File: src/rtl/pipe_pkg.sv
// Shared pipeline constants: forwarding-mux select encodings and register-index width.
// Imported by fwd_select and fwd_hazard_ctrl.
package pipe_pkg;

    localparam int REG_ADDR_W = 5;
    localparam int REG_ZERO   = 0;

    localparam logic [1:0] FWD_REG   = 2'b00;
    localparam logic [1:0] FWD_MEMWB = 2'b01;
    localparam logic [1:0] FWD_EXMEM = 2'b10;

endpackage

File: src/rtl/fwd_select.sv
// Combinational forwarding select for one EX-stage operand.
// The younger EX/MEM result wins over MEM/WB, and $0 is never forwarded.
module fwd_select #(
    parameter int ADDR_W = 5
) (
    input  logic [ADDR_W-1:0] src,
    input  logic              exmem_rw,
    input  logic [ADDR_W-1:0] exmem_dest,
    input  logic              memwb_rw,
    input  logic [ADDR_W-1:0] memwb_dest,
    output logic [1:0]        sel
);
    import pipe_pkg::*;

    logic exmem_hit;
    logic memwb_hit;

    assign exmem_hit = exmem_rw && (exmem_dest != ADDR_W'(REG_ZERO)) && (exmem_dest == src);
    assign memwb_hit = memwb_rw && (memwb_dest != ADDR_W'(REG_ZERO)) && (memwb_dest == src);

    always_comb begin
        sel = FWD_REG;
        if (exmem_hit) begin
            sel = FWD_EXMEM;
        end else if (memwb_hit) begin
            sel = FWD_MEMWB;
        end
    end

endmodule

File: src/rtl/fwd_hazard_ctrl.sv
// Forwarding / load-use / branch-squash controller for the 5-stage pipeline.
// Optional macro ID_BYPASS_EN adds ID-stage write-back bypass outputs.
module fwd_hazard_ctrl #(
    parameter int REG_ADDR_W = 5,
    parameter int PERF_W     = 32
) (
    input  logic                  clk,
    input  logic                  rst,
    input  logic [REG_ADDR_W-1:0] ID_rs_in,
    input  logic [REG_ADDR_W-1:0] ID_rt_in,
    input  logic                  ID_uses_rs_in,
    input  logic                  ID_uses_rt_in,
    input  logic [REG_ADDR_W-1:0] ID_dest_in,
    input  logic                  ID_reg_write_in,
    input  logic                  ID_mem_read_in,
    input  logic                  Branch_taken_in,
    output logic [1:0]            Forward_A_out,
    output logic [1:0]            Forward_B_out,
    output logic                  Stall_out,
    output logic                  Bubble_out,
    output logic                  Flush_out,
`ifdef ID_BYPASS_EN
    output logic                  ID_bypass_A_out,
    output logic                  ID_bypass_B_out,
`endif
    output logic [PERF_W-1:0]     Stall_count_out
);
    import pipe_pkg::*;

    logic [REG_ADDR_W-1:0] idex_rs_reg;
    logic [REG_ADDR_W-1:0] idex_rt_reg;
    logic [REG_ADDR_W-1:0] idex_dest_reg;
    logic                  idex_rw_reg;
    logic                  idex_mr_reg;
    logic [REG_ADDR_W-1:0] exmem_dest_reg;
    logic                  exmem_rw_reg;
    logic [REG_ADDR_W-1:0] memwb_dest_reg;
    logic                  memwb_rw_reg;
    logic [PERF_W-1:0]     stall_count_reg;
    logic [PERF_W-1:0]     stall_count_next;

    logic                  load_use_hz;
    logic [REG_ADDR_W-1:0] idex_src [2];
    logic [1:0]            fwd_sel  [2];

    assign idex_src[0] = idex_rs_reg;
    assign idex_src[1] = idex_rt_reg;

    genvar gi;
    generate
        for (gi = 0; gi < 2; gi++) begin : g_fwd
            fwd_select #(
                .ADDR_W(REG_ADDR_W)
            ) u_fwd_select (
                .src       (idex_src[gi]),
                .exmem_rw  (exmem_rw_reg),
                .exmem_dest(exmem_dest_reg),
                .memwb_rw  (memwb_rw_reg),
                .memwb_dest(memwb_dest_reg),
                .sel       (fwd_sel[gi])
            );
        end
    endgenerate

    assign Forward_A_out = fwd_sel[0];
    assign Forward_B_out = fwd_sel[1];

    assign load_use_hz = idex_mr_reg && idex_rw_reg && (idex_dest_reg != REG_ADDR_W'(REG_ZERO)) &&
                         ((ID_uses_rs_in && (idex_dest_reg == ID_rs_in)) ||
                          (ID_uses_rt_in && (idex_dest_reg == ID_rt_in)));

    // A taken branch discards the ID instruction, so a coincident load-use needs no stall.
    always_comb begin
        Stall_out  = 1'b0;
        Bubble_out = 1'b0;
        Flush_out  = 1'b0;
        if (Branch_taken_in) begin
            Flush_out  = 1'b1;
            Bubble_out = 1'b1;
        end else if (load_use_hz) begin
            Stall_out  = 1'b1;
            Bubble_out = 1'b1;
        end
    end

    always_comb begin
        stall_count_next = stall_count_reg;
        if (Stall_out && (stall_count_reg != {PERF_W{1'b1}})) begin
            stall_count_next = stall_count_reg + PERF_W'(1);
        end
    end

    always_ff @(posedge clk) begin
        if (rst) begin
            idex_rs_reg     <= '0;
            idex_rt_reg     <= '0;
            idex_dest_reg   <= '0;
            idex_rw_reg     <= 1'b0;
            idex_mr_reg     <= 1'b0;
            exmem_dest_reg  <= '0;
            exmem_rw_reg    <= 1'b0;
            memwb_dest_reg  <= '0;
            memwb_rw_reg    <= 1'b0;
            stall_count_reg <= '0;
        end else begin
            memwb_dest_reg  <= exmem_dest_reg;
            memwb_rw_reg    <= exmem_rw_reg;
            exmem_dest_reg  <= idex_dest_reg;
            exmem_rw_reg    <= idex_rw_reg;
            stall_count_reg <= stall_count_next;
            if (Bubble_out) begin
                idex_rs_reg   <= '0;
                idex_rt_reg   <= '0;
                idex_dest_reg <= '0;
                idex_rw_reg   <= 1'b0;
                idex_mr_reg   <= 1'b0;
            end else begin
                idex_rs_reg   <= ID_rs_in;
                idex_rt_reg   <= ID_rt_in;
                idex_dest_reg <= ID_dest_in;
                idex_rw_reg   <= ID_reg_write_in;
                idex_mr_reg   <= ID_mem_read_in;
            end
        end
    end

    assign Stall_count_out = stall_count_reg;

`ifdef ID_BYPASS_EN
    assign ID_bypass_A_out = memwb_rw_reg && (memwb_dest_reg != REG_ADDR_W'(REG_ZERO)) &&
                             (memwb_dest_reg == ID_rs_in);
    assign ID_bypass_B_out = memwb_rw_reg && (memwb_dest_reg != REG_ADDR_W'(REG_ZERO)) &&
                             (memwb_dest_reg == ID_rt_in);
`endif

endmodule

File: config.mk
export PLATFORM = sky130hd
export DESIGN_NAME = fwd_hazard_ctrl
export DESIGN_NICKNAME = d
export VERILOG_FILES = /design/src/rtl/pipe_pkg.sv /design/src/rtl/fwd_select.sv /design/src/rtl/fwd_hazard_ctrl.sv
export SDC_FILE = /design/constraint.sdc
export NUM_CORES = 1
export LEC_CHECK = 0
export BUFFER_PORTS_ARGS = -buffer_cell sky130_fd_sc_hd__buf_2
export CORE_AREA = 3 3 90 92
export CTS_BUF_LIST = sky130_fd_sc_hd__clkbuf_8
export CTS_CLUSTER_SIZE = 14
export DETAILED_ROUTE_END_ITERATION = 10
export DIE_AREA = 0 0 93 95
export PLACE_DENSITY = 0.66
export SLEW_MARGIN = 40
export SYNTH_ARGS = -nofsm -noshare
export SYNTH_HDL_FRONTEND = slang
export SYNTH_SLANG_ARGS = --single-unit
File: constraint.sdc
create_clock -name clk -period 5.1 [get_ports clk]
set_input_delay 0.51 -clock clk [delete_from_list [all_inputs] [get_ports clk]]
set_output_delay 0.51 -clock clk [all_outputs]
set_load 0.05 [all_outputs]
==> flow_summary_export.csv, run 1 <==
group,metric,value,unit
final_layout,diodes,0,
power_and_ir_drop,swShare,0.236,
setup_path,rrSetupSlack,2.62,ns
detailed_routing,wl,6700,um
sta,worst_pin_slew,0.689,ns
min_path,hold_class,"input port to flop",
yosys,yosys-top-cells-count,"dfxtp_1 (61), nor2_1 (24), nor2b_1 (19)",
clocking,cts_buffer_depth,2,
clocking,cts_hold_buf,0,
final_layout,largest_reg_flops,32,
power_and_ir_drop,power_leakage,1.43,nW
yosys,synthesis.area,0.00293,sq mm
yosys,synth_edf_count,0,
clocking,ctsRootBufferMaster,"clkbuf_8",
setup_path,cp_common_cell,"nor4_1",
grt,gr-total-overflow,0,
setup_path,crit_family,"simple AND/OR/NAND/NOR gates",
power_and_ir_drop,power.net_switching,0.000227,W
clocking,cts_tree,"yes",
detailed_routing,drt-wirelength-per-cell,13.9,um
grt,antenna_found_initial,0,
yosys,yosys-top-cells-area,"dfxtp_1 (42%), xnor2_1 (4.8%), xor2_1 (4.8%)",
min_path,min_delay_path_depth,2,
min_path,hold_end,"idex_mr_reg$_SDFF_PP0_",
sta,max_freq,368,MHz
final_layout,layout-drive-gt1-share,0.251,
clocking,cts_buffers,9,
power_and_ir_drop,pwr-share-seq,0.512,
detailed_routing,via_per_inst,5.14,
setup_path,cp_cell_sequence,"or4_1 > o21ai_0 > nor4_1 > nor4_1 > buf_2",
power_and_ir_drop,powerDensity,277,mW/mm^2
setup_path,r2r-end,"Stall_count_out[11]$_SDFFE_PP0P_",
placed_design,hpwlAfterDp,4850,um
setup_path,max_stage_delay,0.53,ns
grt,grt_use_total,0.156,
yosys,synth_fp_nets,346,
yosys,synth-seq-cells,61,
yosys,postSynthAreaPerCell,9.06,sq um
sta,tns,0,ns
setup_path,cp.required,4.59,ns
power_and_ir_drop,combinationalPowerShare,0.051,
setup_path,arrival,2.21,ns
final_layout,instances_no_fill,482,
yosys,synth_most_common_cell,"dfxtp_1",
setup_path,r2r_start,"Stall_count_out[7]$_SDFFE_PP0P_",
status,outcome,"finished clean",
grt,grt_pass1_vias,2269,
sta,finalSetupViolCount,0,
placed_design,port_buffers,60,
clocking,insertion_delay,0.34,ns
setup_path,path_class,"flop to output pin",
detailed_routing,vias,2478,
detailed_routing,ant_nets,0,
power_and_ir_drop,peakVddDrop,0.145,mV
sta,slew_headroom,0.539,
floorplanning,die_area,0.00884,sq mm
floorplanning,die_height,95,um
detailed_routing,drc,0,
yosys,synthArstFlopShare,0,
grt,grt_pass1_wl,10900,um
setup_path,cp_num_buf_inv,1,
clocking,post_cts_resized,0,
floorplanning,rows,31,
grt,grt_max_degree,54,
setup_path,cp-start-kind,"flop",
detailed_routing,first_iter_violations,130,
min_path,min_from,"ID_mem_read_in",
job,maxCapViolations,0,
detailed_routing,drt_pass1_iterations,4,
floorplanning,dieWidth,93,um
sta,layout_worst_path_cycle_share,0.533,
final_layout,syn2layout_area_growth,18.3,%
yosys,yosysWarnings,0,
floorplanning,start_util,0.401,
setup_path,reg2reg_depth,6,
sta,finalMaxSlewViolations,0,
clocking,cts.clk_slew.worst_paths,0.07,ns
yosys,netlist.area_leader.share,0.417,
sta,final-hold-violation-count,0,
floorplanning,io_pins,61,
final_layout,fin_nets,401,
yosys,synth_top_cell_by_area,"dfxtp_1",
placed_design,gp_congestion,0.856,
floorplanning,core-area,0.00729,sq mm
setup_path,cp-end-kind,"output pin",
clocking,numClockSinks,61,
yosys,syn_inst,323,
clocking,cts_setup_buffers,0,
yosys,synth_cell_types,45,
placed_design,placed_cells,466,
setup_path,path_max_fanout,4,
power_and_ir_drop,p_int,0.000734,W
setup_path,crit_slowest_cell,"or4_1",
yosys,yosysSeqAreaShare,0.417,
clocking,htree_levels,3,
sta,clock_skew,0.0110,ns
sta,rsz0062_at_grt,"false",
yosys,synthFlopType,"dfxtp_1",
final_layout,fill_cells,739,
sta,min_period,2.72,ns
power_and_ir_drop,power_frac_clock,0.438,
-- cells in the final DEF, fill, tap and decap left out, types with 9 or more instances in the layout --
cell type   n
and2_1     18
nor2_1     24
nand4_1    12
or3_1       9
nor4_1     11
clkbuf_8    9
nand3_1    16
or4_1      13
a21oi_1    17
dfxtp_1    61
buf_2      59
nor2b_1    19
xnor2_1    16
o21ai_0    12
xor2_1     16
nand2_1    13
-- how the worst max path moves through the flow --
stage | start | depth (start not counted) | endpoint
6_report | exmem_dest_reg[0]$_SDFF_PP0_ | 5 | Forward_B_out[0]
5_1_grt | exmem_dest_reg[0]$_SDFF_PP0_ | 5 | Forward_B_out[0]
4_1_cts | exmem_dest_reg[0]$_SDFF_PP0_ | 5 | Forward_B_out[0]
3_5_place_dp | ID_rs_in[4] | 7 | Stall_count_out[11]$_SDFFE_PP0P_
3_3_place_gp | ID_rs_in[4] | 7 | Stall_count_out[11]$_SDFFE_PP0P_
2_1_floorplan | exmem_dest_reg[0]$_SDFF_PP0_ | 4 | Forward_A_out[0]
-- per-layer routing --
| metal | global-route usage | wire, um | up-vias |
|---|---|---|---|
| met5 | 0 | 0 | - |
| met2 | 0.240 | 3080 | 60 |
| met4 | 0.0879 | 89 | 0 |
| met1 | 0.202 | 3160 | 1152 |
| met3 | 0.0367 | 375 | 6 |
| li1 | - | - | 1260 |
-- kinds of logic (layout without fill, tap and decap cells) --
family | Yosys count | in the layout | share of synthesized area
buf+inv | 21 | 81 | 0.0372
simple gates | 150 | 150 | 0.303
mux | 8 | 8 | 0.0304
compound gates | 50 | 50 | 0.112
flops | 61 | 61 | 0.417
xor+xnor | 32 | 32 | 0.0958
fa+ha+maj | 1 | 1 | 0.00428
-- final cells by class --
cell class,instances,area (sq um),share of cell area
clock inverters,7,76.3,0.0220
well taps,99,124,0.0358
clock buffers,9,124,0.0358
flip-flops and latches,61,1220,0.353
multi-input cells,241,1600,0.461
inverters,5,18.8,0.00542
repair buffers,60,303,0.0875
-- power groups by stage --
stage	registers, W	logic, W	clock network, W
after floorplan	0.000500	0.0000348	0
after global placement	0.000503	0.0000478	0
after detailed placement	0.000503	0.0000489	0
after CTS	0.000492	0.0000491	0.000436
after global routing	0.000492	0.0000543	0.000457
final	0.000492	0.0000486	0.000420
-- worst reg2reg max path, delay by kind of cell, from the launching register on --
kind             cells  cell delay [ns]
and+or+nand+nor      5             1.63
muxes                1             0.29
DFF                  1             0.45
-- per-stage QoR --
step / util / power [W] / hold slack [ns] / setup slack, ns / cell area (sq um)
6_report: 0.475 / 0.000960 / 0.373 / 2.38 / 3460
5_1_grt: 0.475 / 0.00100 / 0.361 / 2.18 / 3460
4_1_cts: 0.475 / 0.000977 / 0.352 / 2.33 / 3460
3_5_place_dp: 0.447 / 0.000552 / 0.468 / 2.50 / 3260
3_3_place_gp: 0.447 / 0.000550 / 0.470 / 2.55 / 3260
2_1_floorplan: - / 0.000535 / 0.431 / 1.91 / 2930
Power figures use the tool's default switching activity.
==> inputs of run 2 (changes only) <==
Settings changed: ABC_AREA from default to 1, CORE_AREA 3 3 90 92 to 3 3 94 96, DIE_AREA 0 0 93 95 to 0 0 97 99, PLACE_DENSITY 0.66 to 0.68.
Clock period 5.1 ns to 2.27 ns, I/O delays scaled along.
==> flow_summary_export.csv, run 2 <==
group,metric,value,unit
setup_path,cp-start-kind,"flop",
status,outcome,"finished clean",
final_layout,fill_cells,839,
sta,finalMaxSlewViolations,0,
sta,max_freq,495,MHz
final_layout,fin_nets,593,
placed_design,gp_congestion,0.878,
final_layout,diodes,0,
yosys,synth_xor_area_frac,0.0548,
floorplanning,core-area,0.00813,sq mm
min_path,hold_class,"input port to flop",
detailed_routing,drt-wirelength-per-cell,10.8,um
clocking,cts_tree,"yes",
detailed_routing,drc,0,
yosys,synthArstFlopShare,0,
yosys,yosys-top-cells-count,"nor2_1 (153), nand2_1 (144), dfxtp_1 (61)",
grt,grt_use_total,0.153,
final_layout,layout_common_cells,"nor2_1 (153), nand2_1 (144), dfxtp_1 (61)",
yosys,synth_top_family_by_area,"simple AND/OR/NAND/NOR gates",
floorplanning,io_pins,61,
placed_design,hpwlAfterDp,5590,um
clocking,htree_levels,3,
detailed_routing,via_per_inst,4.56,
power_and_ir_drop,peakVddDrop,0.353,mV
floorplanning,dieWidth,97,um
detailed_routing,drt_pass1_iterations,4,
sta,slew_headroom,0.711,
job,maxCapViolations,0,
clocking,ctsRootBufferMaster,"clkbuf_8",
sta,clock_skew,0.00546,ns
grt,antenna_found_initial,0,
sta,layout_worst_path_cycle_share,0.890,
sta,min_period,2.02,ns
floorplanning,start_util,0.393,
yosys,synth_edf_count,0,
setup_path,path_max_fanout,7,
power_and_ir_drop,total_power,0.00242,W
yosys,synth_top_cell_by_area,"dfxtp_1",
grt,grt_pass1_wl,12200,um
final_layout,largest_reg_flops,32,
detailed_routing,vias,3098,
sta,whs,0.105,ns
placed_design,port_buffers,60,
sta,worst_pin_slew,0.430,ns
final_layout,multi_input_area,0.00171,sq mm
sta,finalSetupViolCount,0,
yosys,synthesis.area,0.00320,sq mm
yosys,synth_most_common_cell,"nor2_1",
yosys,yosysWarnings,0,
yosys,synth_fp_nets,532,
yosys,synth_fa_ha_area_frac,0.00392,
detailed_routing,first_iter_violations,149,
power_and_ir_drop,powerDensity,634,mW/mm^2
final_layout,final_common_cell,"nor2_1",
final_layout,syn2layout_area_growth,19.5,%
min_path,min_delay_path_depth,3,
floorplanning,rows,33,
clocking,cts_setup_buffers,0,
setup_path,arrival,1.79,ns
grt,grt_pass1_vias,2795,
yosys,muxShareOfSynthArea,0,
yosys,yosysSeqAreaShare,0.382,
yosys,netlist.area_leader.share,0.382,
grt,grt_max_degree,34,
grt,gr-total-overflow,0,
setup_path,cp.required,2.04,ns
sta,tns,0,ns
yosys,synth-seq-cells,61,
setup_path,cp-end-kind,"output pin",
yosys,syn_inst,509,
setup_path,reg2reg_depth,10,
floorplanning,die_height,99,um
yosys,postSynthAreaPerCell,6.28,sq um
sta,final-hold-violation-count,0,
power_and_ir_drop,power_leakage,1.76,nW
detailed_routing,wl,7310,um
clocking,insertion_delay,0.33,ns
yosys,synth-compound-area-share,0.0110,
final_layout,layout-drive-gt1-share,0.163,
clocking,numClockSinks,61,
yosys,yosys-top-cells-area,"dfxtp_1 (38%), nor2_1 (18%), nand2_1 (17%)",
floorplanning,die_area,0.00960,sq mm
setup_path,path_class,"flop to output pin",
sta,rsz0062_at_grt,"false",
clocking,cts.clk_slew.worst_paths,0.07,ns
yosys,synth-simple-area-share,0.464,
yosys,synth_cell_types,28,
final_layout,seqCellArea,0.00122,sq mm
yosys,synthFlopType,"dfxtp_1",
clocking,cts_buffers,9,
clocking,cts_buffer_depth,2,
detailed_routing,ant_nets,0,
[run 2: cell count changes in the layout (fill, tap and decap cells not counted), sizes merged, moves of 11 or more]
cell	previous run	this run
nor2	25	160
nand3	17	30
a21oi	17	4
inv	5	50
and2	18	2
nand2	15	146
or4	13	0
nor4	12	1
nor2b	19	0
[run 2: logic make-up after synthesis]
family / Yosys count
simple gates: 357
fa+ha+maj: 1
flops: 61
xor+xnor: 20
compound gates: 7
buf+inv: 63
[run 2: report_power, final]
group,switching (W),total [W],internal [W]
clock,0.000451,0.00118,0.000734
combinational,0.0000804,0.000134,0.0000537
sequential,0.0000149,0.00110,0.00109
total,0.000546,0.00242,0.00187
[run 2: per-stage QoR]
step,std cells,util,setup WS [ns],area [sq um]
floorplan,509,-,0.234,3200
global placement,664,0.438,0.512,3560
detailed placement,664,0.438,0.433,3560
CTS,680,0.468,0.128,3810
global route,680,0.469,0.0574,3820
finish,680,0.469,0.250,3820
[run 2: final timing paths]
kind / from / to / slack, ns
worst max-delay path: idex_dest_reg[0]$_SDFF_PP0_ / Stall_out / 0.25
worst min-delay path: ID_dest_in[2] / idex_dest_reg[2]$_SDFF_PP0_ / 0.11
worst min register to register: idex_rw_reg$_SDFF_PP0_ / exmem_rw_reg$_SDFF_PP0_ / 0.43
worst max register to register: Stall_count_out[0]$_SDFFE_PP0P_ / Stall_count_out[2]$_SDFFE_PP0P_ / 0.42
[run 2: timing repair]
action,4_1_cts,5_1_grt
hold buffers,0,0
endpoints found under the setup margin,0,1
gates resized for setup,0,2
hold endpoints to repair,0,0
[run 2: critical path, cell delays in order, from the launching register on]
cell	delay, ns
dfxtp_1	0.41
inv_2	0.07
nand2_1	0.06
nand2_1	0.05
nor2_1	0.10
nand3_1	0.08
nand2_2	0.11
nand2_1	0.14
nor2_4	0.18
clkbuf_4	0.26
[run 2: routing by layer]
metal,GRT usage,wire length (um),share of wire
met5,0,0,0
met4,0.0648,98,0.013
met3,0.0326,416,0.057
met2,0.239,3170,0.43
met1,0.203,3620,0.50
[run 2: cell type report]
class,count,share of cell area
multi-input cells,385,0.448
flip-flops and latches,61,0.320
repair buffers,61,0.0813
inverters,52,0.0511
well taps,105,0.0344
clock buffers,9,0.0324
clock inverters,7,0.0324
